### src/rtl/frost32_mem_bridge_if.sv
// Bus bundle between the CPU-side load/store port, the bridge and an 8-bit synchronous RAM.
//   cpu_*  : single-request word/half/byte access port (request, address, data, type, size,
//            read result, busy, done pulse)
//   mem_*  : byte-wide RAM port (address, write strobe, write byte, read byte one cycle later)
// Modports: master = CPU + RAM environment, slave = bridge.
interface frost32_mem_bridge_if #(
  parameter int unsigned ADDR_WIDTH = 16
);
  logic                  cpu_req;
  logic [31:0]           cpu_addr;
  logic [31:0]           cpu_wr_data;
  logic                  cpu_access_type;
  logic [1:0]            cpu_access_size;
  logic [31:0]           cpu_rd_data;
  logic                  cpu_busy;
  logic                  cpu_done;
  logic [ADDR_WIDTH-1:0] mem_addr;
  logic                  mem_wr_en;
  logic [7:0]            mem_wr_data;
  logic [7:0]            mem_rd_data;

  modport master (
    output cpu_req, cpu_addr, cpu_wr_data, cpu_access_type, cpu_access_size, mem_rd_data,
    input  cpu_rd_data, cpu_busy, cpu_done, mem_addr, mem_wr_en, mem_wr_data
  );

  modport slave (
    input  cpu_req, cpu_addr, cpu_wr_data, cpu_access_type, cpu_access_size, mem_rd_data,
    output cpu_rd_data, cpu_busy, cpu_done, mem_addr, mem_wr_en, mem_wr_data
  );
endinterface

### src/rtl/frost32_mem_bridge.sv
// Bridges a 32/16/8-bit CPU load/store request onto an 8-bit synchronous RAM, one byte per
// cycle, big-endian, with address wrap at ADDR_WIDTH bits. All outputs are registered.
// Ports:
//   clk   : clock
//   rst_n : synchronous active-low reset
//   bus   : frost32_mem_bridge_if.slave (CPU request/response and byte RAM port)
module frost32_mem_bridge #(
  parameter int unsigned ADDR_WIDTH = 16
) (
  input  logic                 clk,
  input  logic                 rst_n,
  frost32_mem_bridge_if.slave  bus
);

  typedef enum logic [1:0] {StIdle, StRead, StWrite, StDone} state_e;

  state_e                state_q, state_d;
  logic [2:0]            cnt_q, cnt_d;     // cycle index within READ/WRITE, starts at 1
  logic [2:0]            n_q, n_d;         // bytes in this access
  logic [ADDR_WIDTH-1:0] base_q, base_d;
  logic [31:0]           sh_q, sh_d;       // write data left-aligned, next byte in [31:24]
  logic [31:0]           acc_q, acc_d;
  logic [31:0]           rd_data_q, rd_data_d;
  logic                  busy_q, busy_d;
  logic                  done_q, done_d;
  logic [ADDR_WIDTH-1:0] mem_addr_q, mem_addr_d;
  logic                  wr_en_q, wr_en_d;
  logic [7:0]            wr_data_q, wr_data_d;

  logic [2:0]            n_new;
  logic [31:0]           aligned;
  logic [ADDR_WIDTH-1:0] next_addr;

  // Size decode; reserved size 3 behaves as a full word.
  always_comb begin
    n_new   = 3'd4;
    aligned = bus.cpu_wr_data;
    unique case (bus.cpu_access_size)
      2'd1:    begin n_new = 3'd2; aligned = bus.cpu_wr_data << 16; end
      2'd2:    begin n_new = 3'd1; aligned = bus.cpu_wr_data << 24; end
      default: begin n_new = 3'd4; aligned = bus.cpu_wr_data;       end
    endcase
  end

  // Truncating add gives the modulo-2^ADDR_WIDTH wrap for free.
  assign next_addr = base_q + ADDR_WIDTH'(cnt_q);

  always_comb begin
    state_d    = state_q;
    cnt_d      = cnt_q;
    n_d        = n_q;
    base_d     = base_q;
    sh_d       = sh_q;
    acc_d      = acc_q;
    rd_data_d  = rd_data_q;
    busy_d     = busy_q;
    done_d     = 1'b0;
    mem_addr_d = mem_addr_q;
    wr_en_d    = 1'b0;
    wr_data_d  = wr_data_q;

    unique case (state_q)
      StIdle: begin
        if (bus.cpu_req) begin
          n_d        = n_new;
          base_d     = bus.cpu_addr[ADDR_WIDTH-1:0];
          mem_addr_d = bus.cpu_addr[ADDR_WIDTH-1:0];
          cnt_d      = 3'd1;
          busy_d     = 1'b1;
          acc_d      = '0;
          if (bus.cpu_access_type) begin
            state_d   = StWrite;
            wr_en_d   = 1'b1;
            wr_data_d = aligned[31:24];
            sh_d      = aligned << 8;
          end else begin
            state_d   = StRead;
          end
        end
      end

      StWrite: begin
        if (cnt_q < n_q) begin
          wr_en_d    = 1'b1;
          mem_addr_d = next_addr;
          wr_data_d  = sh_q[31:24];
          sh_d       = sh_q << 8;
          cnt_d      = cnt_q + 3'd1;
        end else begin
          state_d = StDone;
          done_d  = 1'b1;
        end
      end

      StRead: begin
        // Address leads data by one cycle, so the shift starts in cycle 2.
        if (cnt_q < n_q) begin
          mem_addr_d = next_addr;
        end
        if (cnt_q >= 3'd2) begin
          acc_d = {acc_q[23:0], bus.mem_rd_data};
        end
        if (cnt_q == n_q + 3'd1) begin
          rd_data_d = {acc_q[23:0], bus.mem_rd_data};
          state_d   = StDone;
          done_d    = 1'b1;
        end
        cnt_d = cnt_q + 3'd1;
      end

      StDone: begin
        state_d = StIdle;
        busy_d  = 1'b0;
      end

      default: begin
        state_d = StIdle;
        busy_d  = 1'b0;
      end
    endcase
  end

  always_ff @(posedge clk) begin
    if (!rst_n) begin
      state_q    <= StIdle;
      cnt_q      <= '0;
      n_q        <= '0;
      base_q     <= '0;
      sh_q       <= '0;
      acc_q      <= '0;
      rd_data_q  <= '0;
      busy_q     <= 1'b0;
      done_q     <= 1'b0;
      mem_addr_q <= '0;
      wr_en_q    <= 1'b0;
      wr_data_q  <= '0;
    end else begin
      state_q    <= state_d;
      cnt_q      <= cnt_d;
      n_q        <= n_d;
      base_q     <= base_d;
      sh_q       <= sh_d;
      acc_q      <= acc_d;
      rd_data_q  <= rd_data_d;
      busy_q     <= busy_d;
      done_q     <= done_d;
      mem_addr_q <= mem_addr_d;
      wr_en_q    <= wr_en_d;
      wr_data_q  <= wr_data_d;
    end
  end

  assign bus.cpu_rd_data = rd_data_q;
  assign bus.cpu_busy    = busy_q;
  assign bus.cpu_done    = done_q;
  assign bus.mem_addr    = mem_addr_q;
  assign bus.mem_wr_en   = wr_en_q;
  assign bus.mem_wr_data = wr_data_q;

endmodule

### src/flat_wrapper.sv
// flat-port wrapper written by rule: the top's interface ports become plain ports
module frost32_mem_bridge_flat 
#(
  parameter int unsigned ADDR_WIDTH = 16
)
  (clk, rst_n, bus_cpu_req, bus_cpu_addr, bus_cpu_wr_data, bus_cpu_access_type, bus_cpu_access_size, bus_mem_rd_data, bus_cpu_rd_data, bus_cpu_busy, bus_cpu_done, bus_mem_addr, bus_mem_wr_en, bus_mem_wr_data);
  frost32_mem_bridge_if #(.ADDR_WIDTH(ADDR_WIDTH)) bus_i ();
  input  logic clk;
  input  logic rst_n;
  input wire logic [$bits(bus_i.cpu_req)-1:0] bus_cpu_req;
  input wire logic [$bits(bus_i.cpu_addr)-1:0] bus_cpu_addr;
  input wire logic [$bits(bus_i.cpu_wr_data)-1:0] bus_cpu_wr_data;
  input wire logic [$bits(bus_i.cpu_access_type)-1:0] bus_cpu_access_type;
  input wire logic [$bits(bus_i.cpu_access_size)-1:0] bus_cpu_access_size;
  input wire logic [$bits(bus_i.mem_rd_data)-1:0] bus_mem_rd_data;
  output wire logic [$bits(bus_i.cpu_rd_data)-1:0] bus_cpu_rd_data;
  output wire logic [$bits(bus_i.cpu_busy)-1:0] bus_cpu_busy;
  output wire logic [$bits(bus_i.cpu_done)-1:0] bus_cpu_done;
  output wire logic [$bits(bus_i.mem_addr)-1:0] bus_mem_addr;
  output wire logic [$bits(bus_i.mem_wr_en)-1:0] bus_mem_wr_en;
  output wire logic [$bits(bus_i.mem_wr_data)-1:0] bus_mem_wr_data;
  assign bus_i.cpu_req = bus_cpu_req;
  assign bus_i.cpu_addr = bus_cpu_addr;
  assign bus_i.cpu_wr_data = bus_cpu_wr_data;
  assign bus_i.cpu_access_type = bus_cpu_access_type;
  assign bus_i.cpu_access_size = bus_cpu_access_size;
  assign bus_i.mem_rd_data = bus_mem_rd_data;
  assign bus_cpu_rd_data = bus_i.cpu_rd_data;
  assign bus_cpu_busy = bus_i.cpu_busy;
  assign bus_cpu_done = bus_i.cpu_done;
  assign bus_mem_addr = bus_i.mem_addr;
  assign bus_mem_wr_en = bus_i.mem_wr_en;
  assign bus_mem_wr_data = bus_i.mem_wr_data;
  frost32_mem_bridge #(.ADDR_WIDTH(ADDR_WIDTH)) u_core (.clk(clk), .rst_n(rst_n), .bus(bus_i));
endmodule
### config.mk
export PLATFORM = sky130hd
export DESIGN_NAME = frost32_mem_bridge_flat
export DESIGN_NICKNAME = d
export VERILOG_FILES = /design/src/rtl/frost32_mem_bridge_if.sv /design/src/rtl/frost32_mem_bridge.sv /design/src/flat_wrapper.sv
export SDC_FILE = /design/constraint.sdc
export NUM_CORES = 1
export LEC_CHECK = 0
export ABC_AREA = 1
export ABC_CLOCK_PERIOD_IN_PS = 2900
export CORE_MARGIN = 2
export CORE_UTILIZATION = 30
export CTS_BUF_LIST = sky130_fd_sc_hd__clkbuf_8
export DETAILED_ROUTE_END_ITERATION = 16
export REMOVE_ABC_BUFFERS = 1
export SYNTH_ARGS = -nofsm -noshare
export SYNTH_HDL_FRONTEND = slang
export SYNTH_SLANG_ARGS = --single-unit
export TNS_END_PERCENT = 1
### constraint.sdc
create_clock -name clk -period 2.9 [get_ports clk]
set_clock_uncertainty 0.05 [all_clocks]
set_input_delay 0.58 -clock clk [delete_from_list [all_inputs] [get_ports clk]]
set_output_delay 0.58 -clock clk [all_outputs]
set_load 0.005 [all_outputs]
After elaboration in Yosys (flattened, before gate mapping)
Index checks and enable logic that the tools add are counted.
W data, S select, Z words.
Storage, ports and cells
  bits in registers: 139
  output and inout bits: 59
  word-level logic and storage cells: 78
Operators by class
  add/subtract/negate cells: 3
  magnitude comparators: 2
  equality and inequality tests: 13
  multiplexer cells: 33
  reduce and logical (&&, ||, !) cells: 15
Operators by type and width (number)
  $pmux W32 S2: 2
  $mux W32: 3
  $mux W24: 2
  $pmux W24 S2: 1
  $mux W16: 2
  $pmux W16 S2: 1
  $mux W8: 3
  $add A16 B3 Y16: 1
  $pmux W8 S2: 1
  $reduce_and A3 Y1: 4
  $pmux W3 S3: 1
  $mux W2: 4
  $ne A2 B1 Y1 const B: 4
  $pmux W2 S4: 1
  $reduce_bool A2 Y1: 4
  $add A3 B1 Y3 const B: 2
  $eq A2 B2 Y1 const B: 3
  $mux W1: 6
  $mux W3: 2
  $ne A2 B2 Y1 const B: 3
  $pmux W1 S2: 3
  $pmux W3 S2: 1
  $reduce_and A2 Y1: 3
  $eq A2 B1 Y1 const B: 2
  7 further kinds: 7

Longest topological paths before layout
Gate-level depths: netlist of the first run.
  depth after elaboration: 5
  depth in mapped cells: 12
  mapped depth without buffers: 12

Worst setup path after synthesis of the first run
No wires, ideal clock.
  kind: input-to-reg
  from: in bus_cpu_access_size[0]
  to: reg u_core.sh_q[30]
  library setup time: 128 ps
  data arrival time: 1638 ps
  required time: 2722 ps
  slack: 1084 ps
  stages on the path: 10
  buffers on the path: 2
  cells stage by stage: inv_1 > ha_1 > buf_4 > inv_2 > nor2_4 > buf_6 > nand2_1 > o211ai_1 > o21ai_0 > a21oi_1
On the way
  cells in the longest elaborated chain, start to end: 5
  elaborated cells on any way between the ends: 6
  those cells by class: eq/ne: 2; mux: 4
RTL lines
  from (decl): RTL line flat_wrapper.sv:14  | input wire logic [$bits(bus_i.cpu_access_size)-1:0] bus_cpu_access_size;
  $eq A2 B2 Y1 / $eq A2 B1 Y1 (equally long branches): RTL line frost32_mem_bridge.sv:38  | unique case (bus.cpu_access_size)
  $pmux W32 S2 *: RTL line frost32_mem_bridge.sv:38
  $mux W32 *: RTL line frost32_mem_bridge.sv:71  | if (bus.cpu_access_type) begin
  $mux W32 *: RTL line frost32_mem_bridge.sv:64  | if (bus.cpu_req) begin
  $pmux W32 S2 *: RTL line frost32_mem_bridge.sv:62  | unique case (state_q)
  to (signal assigned): RTL line frost32_mem_bridge.sv:129  | sh_q <= '0;
  to (signal assigned): RTL line frost32_mem_bridge.sv:142  | sh_q <= sh_d;
  to (decl): RTL line frost32_mem_bridge.sv:21  | logic [31:0] sh_q, sh_d;
Mark *: on every way between the ends. The rest lies on a longest branch, timed or not. The select of a mux whose other input is x is not followed.
A chain may end at the register's enable or synchronous reset.

Worst setup path after layout of the first run
  from: reg u_core.state_q[0]
  to: reg u_core.sh_q[31]
On the way
  cells in the longest elaborated chain, start to end: 3
  elaborated cells on any way between the ends: 8
  those cells by class: eq/ne: 4; mux: 1; reduce/logical: 3
RTL lines
  from (decl): RTL line frost32_mem_bridge.sv:17  | state_e state_q, state_d;
  from (signal assigned): RTL line frost32_mem_bridge.sv:125  | state_q <= StIdle;
  from (signal assigned): RTL line frost32_mem_bridge.sv:138  | state_q <= state_d;
  $eq A2 B2 Y1 / $logic_not A2 Y1 (equally long branches): RTL line frost32_mem_bridge.sv:62
  $ne A2 B1 Y1 (no source line) (tied with other cells)
  $reduce_and A4 Y1 (no source line)
Several ways; a longest one is shown, not always the timed one.

==> results of run 1 <==
[flip-flops by register name (all words and copies together), names as in the netlist]
| name | cells |
|---|---|
| u_core.state_q | 2 |
| u_core.bus.cpu_rd_data | 32 |
| u_core.acc_q | 24 |
| u_core.bus.cpu_busy | 1 |
| u_core.base_q | 16 |
| u_core.bus.cpu_done | 1 |
| u_core.bus.mem_wr_en | 1 |
| u_core.bus.mem_addr | 16 |
| u_core.sh_q | 24 |
| u_core.bus.mem_wr_data | 8 |
| u_core.n_q | 3 |
| u_core.cnt_q | 3 |
[through the flow]
| stage | std cells | TNS, ns | power [W] | area [um^2] | setup slack, ns |
|---|---|---|---|---|---|
| after floorplan | 805 | -5.288 | 0.004482 | 5853 | -0.1646 |
| after global placement | 1209 | 0 | 0.005743 | 7492 | 0.3003 |
| after detailed placement | 1209 | 0 | 0.005789 | 7492 | 0.2030 |
| after CTS | 1240 | 0 | 0.007503 | 7919 | 0.5372 |
| after global routing | 1240 | 0 | 0.008030 | 7919 | 0.2799 |
| final | 1240 | 0 | 0.007401 | 7919 | 0.5452 |
[cells in the final DEF (no fill, tap or decap), drive strengths merged, types with 15 or more instances in the layout]
master,Yosys,layout
buf,32,15
clkdlybuf4s50,0,119
inv,102,104
ha,17,17
clkbuf,22,20
a21oi,122,122
nor2,72,72
o21ai,106,106
nand2,154,154
nand3,63,63
dfxtp,131,131
[tightest hold or removal path: stages (launching register included)]
cell and delay [ns]:
dfxtp_1 0.31, inv_1 0.04, a21oi_1 0.04
[cell families after synthesis]
family / Yosys count / share of synthesized area [%]
AO/OA/AOI/OAI: 250 / 21.09
XOR/XNOR: 6 / 0.8557
adder cells (fa/ha/maj): 18 / 3.790
buffers and inverters: 157 / 10.98
flip-flops: 131 / 42.71
AND/OR/NAND/NOR: 297 / 20.58
[layout make-up]
cell class	instances	area (um^2)	area share [%]
inverter	103	386.6	4.882
timing repair buffer	134	1301	16.43
multi-input combinational	571	2844	35.91
sequential	131	2623	33.12
clock buffer	20	275.3	3.476
tap	270	337.8	4.266
clock inverter	11	151.4	1.912
[per-layer routing]
metal	wire length, um	vias to the layer above	part of all wire [%]	GRT usage [%]
li1	-	3001	-	-
met1	7829	2562	50	20.25
met2	6828	135	43	22.52
met3	876	17	5.6	4.193
met4	181	0	1.2	4.183
met5	0	-	0	0
[how the worst max path moves through the flow]
stage                     slack, ns  cells after the start                        end              startpoint
after floorplan               -0.16                      5  u_core.bus.cpu_rd_data[0]       u_core.state_q[1]
after global placement         0.30                      9            u_core.sh_q[25]  bus_cpu_access_size[0]
after detailed placement       0.20                      9            u_core.sh_q[24]  bus_cpu_access_size[0]
after CTS                      0.54                      7            u_core.sh_q[24]       u_core.state_q[0]
after global routing           0.28                      7             u_core.sh_q[9]       u_core.state_q[0]
final                          0.55                      7            u_core.sh_q[31]       u_core.state_q[0]
[power by group]
part           internal (W)  switching [W]  total (W)
clock              0.000921       0.000758    0.00168
sequential          0.00230       0.000277    0.00258
combinational       0.00124        0.00190    0.00314
total               0.00446        0.00294    0.00740
==> results.cfg, run 1 <==
[critical_path]
worstPathMaxFanout = 64
worstPathBufferInverterCount = 2
r2r-start = u_core.state_q[0]
crit_family = compound AO/OA/AOI/OAI gates
r2r_setup_slack_ns = 0.55
crit_slowest_cell = nand3_4
start_kind = flip-flop
r2r_end = u_core.sh_q[31]
rr_worst_depth = 7
required_ns = 3.16
cpPeakStageDelay_ns = 0.50
path_cells = inv_1, ha_1, inv_2, o21ai_1, nand3_4, o21ai_0, a21oi_1
path_class = flip-flop to flip-flop
crit_path_end_kind = flip-flop
crit_arrival_ns = 2.62

[place]
place.gp.congestion = 0.7829
io_buffers = 120
dp_hpwl_mm = 10.35

[layout]
diodes = 0
nNetsFinal = 1054
n_fill_cell = 2155
area_growth_pct = 28.95
drive_above_1_share_pct = 6.495
fin_util_pct = 39.26

[die]
die_h_um = 147.1
num_rows = 52
initial_core_util_pct = 30.45
die_x_um = 147.1
core_area_um2 = 20170
dieArea_um2 = 21630
io_pins = 137

[grt]
track_usage_pct = 14.71
grt_max_degree = 84
grt_pass1_wl_mm = 25.92
grt-ovfl-total = 0
grt_pass1_vias = 5262
antenna_found_initial = 0

[clocking]
worstSkewPairLatency_ns = 0.44
cts_setup_buffers = 0
clock_path_buffers = 2
cts_buffers = 17
htree_levels = 4
cts_sinks = 131
path_clk_slew_ns = 0.08
cts_resized = 0
clockRootBuffer = clkbuf_8
cts.hold.buffers_added = 0
cts_tree = built

[synthesis]
ys_seq_area_share_pct = 42.71
syn_area_um2 = 6141
synth-main-ff-cell = dfxtp_1
synth_cell_types = 33
yosys.area.top_type_share_pct = 42.71
synth_most_common_cell = nand2_1
synthTopCellsByArea = dfxtp_1, a21oi_1, nand2_1
synth_edf_count = 0
syn_avg_cell_area_um2 = 7.149
async_reset_ff_share_pct = 0
yosys.area.top_type = dfxtp_1
synthCells = 859
ys_warn_count = 0
yosys-top-cells-count = nand2_1, dfxtp_1, a21oi_1
synth_seq_cells = 131

[min_path]
hold_class = flip-flop to flip-flop
min_to = u_core.bus.cpu_rd_data[6]
hold_depth = 2
hp-start = u_core.bus.cpu_rd_data[6]

[job]
maxCapViolations = 0

[sta]
setup_viol = 0
slew_violations = 0
rsz0062_at_grt = false
hold-worst-slack_ns = 0.3952
tightest_slew_ns = 0.7945
fmax_ghz = 0.4247
period_needed_ns = 2.355
post-route-period-util_pct = 81.20
slew_headroom_pct = 47.04
final_hold_viol_count = 0

[routing]
dr.pass1.iters = 6
drt-wirelength-per-cell_um = 12.67
ant_nets = 0
viasPerCell = 4.609
drt_iter0_markers = 229
drc_errors = 0
vias = 5715
drt-total-wl_mm = 15.72

[outcome]
status = finished clean

[pwr]
peakVddDrop_mv = 0.5255
p_per_area_nw_per_um2 = 934.6
power_leakage_nw = 3.001
No activity file was read; power rests on OpenSTA's default activity.
==> run 2: changes to the inputs <==
--- a/config.mk
+++ b/config.mk
@@ -6,7 +6,7 @@
 export NUM_CORES = 1
 export LEC_CHECK = 0
 export ABC_AREA = 1
-export ABC_CLOCK_PERIOD_IN_PS = 2900
+export ABC_CLOCK_PERIOD_IN_PS = 2300
 export CORE_MARGIN = 2
 export CORE_UTILIZATION = 30
 export CTS_BUF_LIST = sky130_fd_sc_hd__clkbuf_8
==> constraint.sdc (replaced) <==
create_clock -name clk -period 2.3 [get_ports clk]
set_clock_uncertainty 0.05 [all_clocks]
set_input_delay 0.46 -clock clk [delete_from_list [all_inputs] [get_ports clk]]
set_output_delay 0.46 -clock clk [all_outputs]
set_load 0.005 [all_outputs]
==> run 2 against run 1 <==
Global-route usage increased by 0.096 points. Flip-flop and latch count unchanged. Sequential share of layout area decreased by 0.27 points.
==> results.cfg, run 2 (synthesized netlist as in run 1, its figures left out) <==
[clocking]
cts.hold.buffers_added = 0
cts_buffers = 17
htree_levels = 4
cts_setup_buffers = 0
cts_sinks = 131
path_clk_slew_ns = 0.07
cts_tree = built
clock_path_buffers = 2
cts_resized = 0
clockRootBuffer = clkbuf_8
worstSkewPairLatency_ns = 0.44

[sta]
setup_slack_ns = 0.3064
final_hold_viol_count = 0
fmax_ghz = 0.5016
period_needed_ns = 1.994
post-route-period-util_pct = 86.68
tightest_slew_ns = 0.5833
slew_headroom_pct = 61.11
tns_ns = 0
rsz0062_at_grt = false
setup_viol = 0
slew_violations = 0

[min_path]
hold_class = flip-flop to flip-flop

[critical_path]
cpPeakStageDelay_ns = 0.48
worstPathMaxFanout = 7
crit_slowest_cell = dfxtp_1
start_kind = flip-flop
crit_family = simple AND/OR/NAND/NOR gates
crit_path_end_kind = flip-flop
crit_arrival_ns = 2.24
required_ns = 2.55
path_class = flip-flop to flip-flop
worstPathBufferInverterCount = 1
path_common_cell = nand2_1
path_cells = ha_1, a21oi_1, nand2_1, nand2_2, nand2_1, nor2_1, inv_1, nand2_1, a21oi_1

[routing]
drc_errors = 0
drt-wirelength-per-cell_um = 12.55
drt_iter0_markers = 254
ant_nets = 0
dr.pass1.iters = 4
viasPerCell = 4.600
drt-total-wl_mm = 15.65
vias = 5736

[place]
place_ws_ns = -0.04277
place.gp.congestion = 0.7777
io_buffers = 120
placed_cell_area_um2 = 7595
placed_cells = 1216
dp_hpwl_mm = 10.36

[pwr]
power_leakage_nw = 3.044
peakVddDrop_mv = 0.6326
p_per_area_nw_per_um2 = 1167

[grt]
grt-ovfl-total = 0
grt_pass1_wl_mm = 26.23
antenna_found_initial = 0
grt_max_degree = 84
track_usage_pct = 14.81
grt_pass1_vias = 5365

[die]
die_h_um = 147.1
num_rows = 52
io_pins = 137
dieArea_um2 = 21630
core_area_um2 = 20170
initial_core_util_pct = 30.45
die_x_um = 147.1

[outcome]
status = finished clean

[layout]
fin_cells = 1247
nNetsFinal = 1061
largest_reg_flops = 32
fin_area_um2 = 7984
final_cell_mix = nand2_1, dfxtp_1, a21oi_1
drive_above_1_share_pct = 6.858
area_growth_pct = 30.01
diodes = 0
fin_util_pct = 39.58
final_common_cell = nand2_1

[job]
maxCapViolations = 0
run 2: changes by cell type in the layout (fill, tap and decap cells not counted), sizes merged:
cell | before | now
clkinv | 6 | 5
buf | 15 | 22
clkinvlp | 1 | 2
bufinv | 3 | 2
inv | 104 | 105
run 2: layer usage:
layer  vias up  GRT usage (%)  part of all wire, %
li1       3015              -                    -
met1      2559          19.72                   49
met2       146          23.48                   44
met3        16          3.727                  5.3
met4         0          4.952                  1.3
met5         -              0                    0
run 2: cell type report:
class	count	area, um^2
multi-input combinational	571	2844
fill	2165	12190
tap	270	337.8
clock buffer	20	275.3
timing repair buffer	141	1404
sequential	131	2623
inverter	103	386.6
clock inverter	11	113.9
run 2: worst paths after layout:
check,start,end,slack [ns],cells past startpoint
setup / recovery,u_core.cnt_q[2],u_core.cnt_q[2],0.31,9
hold / removal,u_core.bus.cpu_rd_data[22],u_core.bus.cpu_rd_data[22],0.39,2
setup reg to reg,u_core.cnt_q[2],u_core.cnt_q[2],0.31,9
hold reg to reg,u_core.bus.cpu_rd_data[22],u_core.bus.cpu_rd_data[22],0.39,2
run 2: tightest hold or removal path, delay by kind of cell (launching register included):
family / cells / cell delay (ns)
flops: 1 / 0.31
compound gates: 1 / 0.05
buf+inv: 1 / 0.04
run 2: metrics by stage:
step | power (W) | hold slack (ns)
after floorplan | 0.005651 | 0.3734
after global placement | 0.007392 | 0.3815
after detailed placement | 0.007438 | 0.3852
after CTS | 0.009441 | 0.3971
after global routing | 0.01015 | 0.4096
final | 0.009314 | 0.3934
run 2: power breakdown:
group          switching (W)  internal [W]  total [W]
combinational        0.00242       0.00169    0.00411
clock               0.000919       0.00103    0.00195
sequential          0.000350       0.00290    0.00325
total                0.00369       0.00562    0.00931
==> run 3: changes to the inputs <==
--- a/config.mk
+++ b/config.mk
@@ -11,6 +11,7 @@
 export CORE_UTILIZATION = 30
 export CTS_BUF_LIST = sky130_fd_sc_hd__clkbuf_8
 export DETAILED_ROUTE_END_ITERATION = 16
+export RECOVER_POWER = 25
 export REMOVE_ABC_BUFFERS = 1
 export SYNTH_ARGS = -nofsm -noshare
 export SYNTH_HDL_FRONTEND = slang
==> run 3 against run 2 <==
Maximum frequency about the same. Worst setup slack is essentially flat. Flip-flop and latch count did not move. Register-to-register slack hardly changed. Clock-buffer cell count is the same. Via count about the same. Core utilization about the same.
==> results.cfg, run 3 (synthesized netlist as in run 1, its figures left out) <==
[sta]
period_needed_ns = 1.993
final_hold_viol_count = 0
rsz0062_at_grt = false
slew_headroom_pct = 61.11
slew_violations = 0
hold-worst-slack_ns = 0.3905
tns_ns = 0
setup_viol = 0
tightest_slew_ns = 0.5833
fmax_ghz = 0.5017
post-route-period-util_pct = 86.67

[layout]
fin_util_pct = 39.55
diodes = 0
seqCellArea_um2 = 2623
multi_input_area_um2 = 2841
drive_above_1_share_pct = 6.653
largest_reg_flops = 32
nNetsFinal = 1061
area_growth_pct = 29.91
final_cell_mix = nand2_1, dfxtp_1, a21oi_1
final_common_cell = nand2_1
n_fill_cell = 2168
fin_area_um2 = 7978

[routing]
drt-wirelength-per-cell_um = 12.55
dr.pass1.iters = 4
drc_errors = 0
drt-total-wl_mm = 15.65
vias = 5738
drt_iter0_markers = 240
viasPerCell = 4.601
ant_nets = 0

[pwr]
peakVddDrop_mv = 0.6317
power_leakage_nw = 3.116
p_per_area_nw_per_um2 = 1160

[clocking]
clock_path_buffers = 2
clockRootBuffer = clkbuf_8
path_clk_slew_ns = 0.07
worstSkewPairLatency_ns = 0.44
cts_setup_buffers = 0
cts_buffers = 17
cts.hold.buffers_added = 0
cts_sinks = 131
htree_levels = 4
cts_resized = 0
cts_tree = built

[die]
dieArea_um2 = 21630
io_pins = 137
core_area_um2 = 20170
die_h_um = 147.1
die_x_um = 147.1
initial_core_util_pct = 30.45
num_rows = 52

[critical_path]
start_kind = flip-flop
r2r_setup_slack_ns = 0.31
path_class = flip-flop to flip-flop
required_ns = 2.55
rr_worst_depth = 9
crit_path_end_kind = flip-flop
r2r_end = u_core.cnt_q[2]
crit_arrival_ns = 2.24
r2r-start = u_core.cnt_q[2]
worstPathMaxFanout = 7

[grt]
grt_pass1_wl_mm = 26.23
antenna_found_initial = 0
grt-ovfl-total = 0
track_usage_pct = 14.81
grt_pass1_vias = 5365
grt_max_degree = 84

[min_path]
hold_depth = 2
min_to = u_core.bus.cpu_rd_data[22]
hold_class = flip-flop to flip-flop
hp-start = u_core.bus.cpu_rd_data[22]

[place]
dp_hpwl_mm = 10.36
placed_cell_area_um2 = 7595
io_buffers = 120
place.gp.congestion = 0.7777

[job]
maxCapViolations = 0

[outcome]
status = finished clean
-- run 3: cell type report --
cell class	instances	area share, %
Clock buffer	20	3.450
Multi-Input combinational cell	571	35.62
Tap cell	270	4.235
Clock inverter	11	1.427
Inverter	103	4.846
Sequential cell	131	32.87
Timing Repair Buffer	141	17.55
-- run 3: metal layers --
metal  routed length (um)  global-route usage (%)  vias to the layer above
li1                     -                       -                     3018
met2                 6971                   23.48                      140
met1                 7665                   19.72                     2564
met5                    0                       0                        -
met4                  206                   4.952                        0
met3                  811                   3.727                       16
-- run 3: worst max-delay path: stages, from the launching register on --
cell and delay, ns:
dfxtp_1 0.48, ha_1 0.30, a21oi_1 0.20, nand2_1 0.10, nand2_2 0.12, nand2_1 0.06, nor2_1 0.26, inv_1 0.13
nand2_1 0.08, a21oi_1 0.06
-- run 3: through the flow --
step	cells	worst slack, ns	power (W)
2_1_floorplan	805	-0.7646	0.005651
3_3_place_gp	1216	0.01079	0.007392
3_5_place_dp	1216	-0.04277	0.007438
4_1_cts	1247	0.2787	0.009441
5_1_grt	1247	0.08661	0.01010
6_report	1247	0.3066	0.009257
-- run 3: worst max path at each step --
| stage | from | endpoint | slack (ns) | depth (start not counted) |
|---|---|---|---|---|
| 5_1_grt | u_core.cnt_q[2] | u_core.cnt_q[2] | 0.09 | 9 |
| 3_3_place_gp | bus_cpu_access_size[0] | u_core.sh_q[25] | 0.01 | 9 |
| 3_5_place_dp | bus_cpu_access_size[0] | u_core.sh_q[25] | -0.04 | 9 |
| 6_report | u_core.cnt_q[2] | u_core.cnt_q[2] | 0.31 | 9 |
| 4_1_cts | u_core.cnt_q[2] | u_core.cnt_q[2] | 0.28 | 9 |
| 2_1_floorplan | u_core.state_q[1] | u_core.bus.cpu_rd_data[0] | -0.76 | 5 |
-- run 3: power breakdown --
group	switching [W]	internal [W]
combinational	0.00242	0.00164
sequential	0.000345	0.00290
clock	0.000918	0.00103
total	0.00368	0.00558
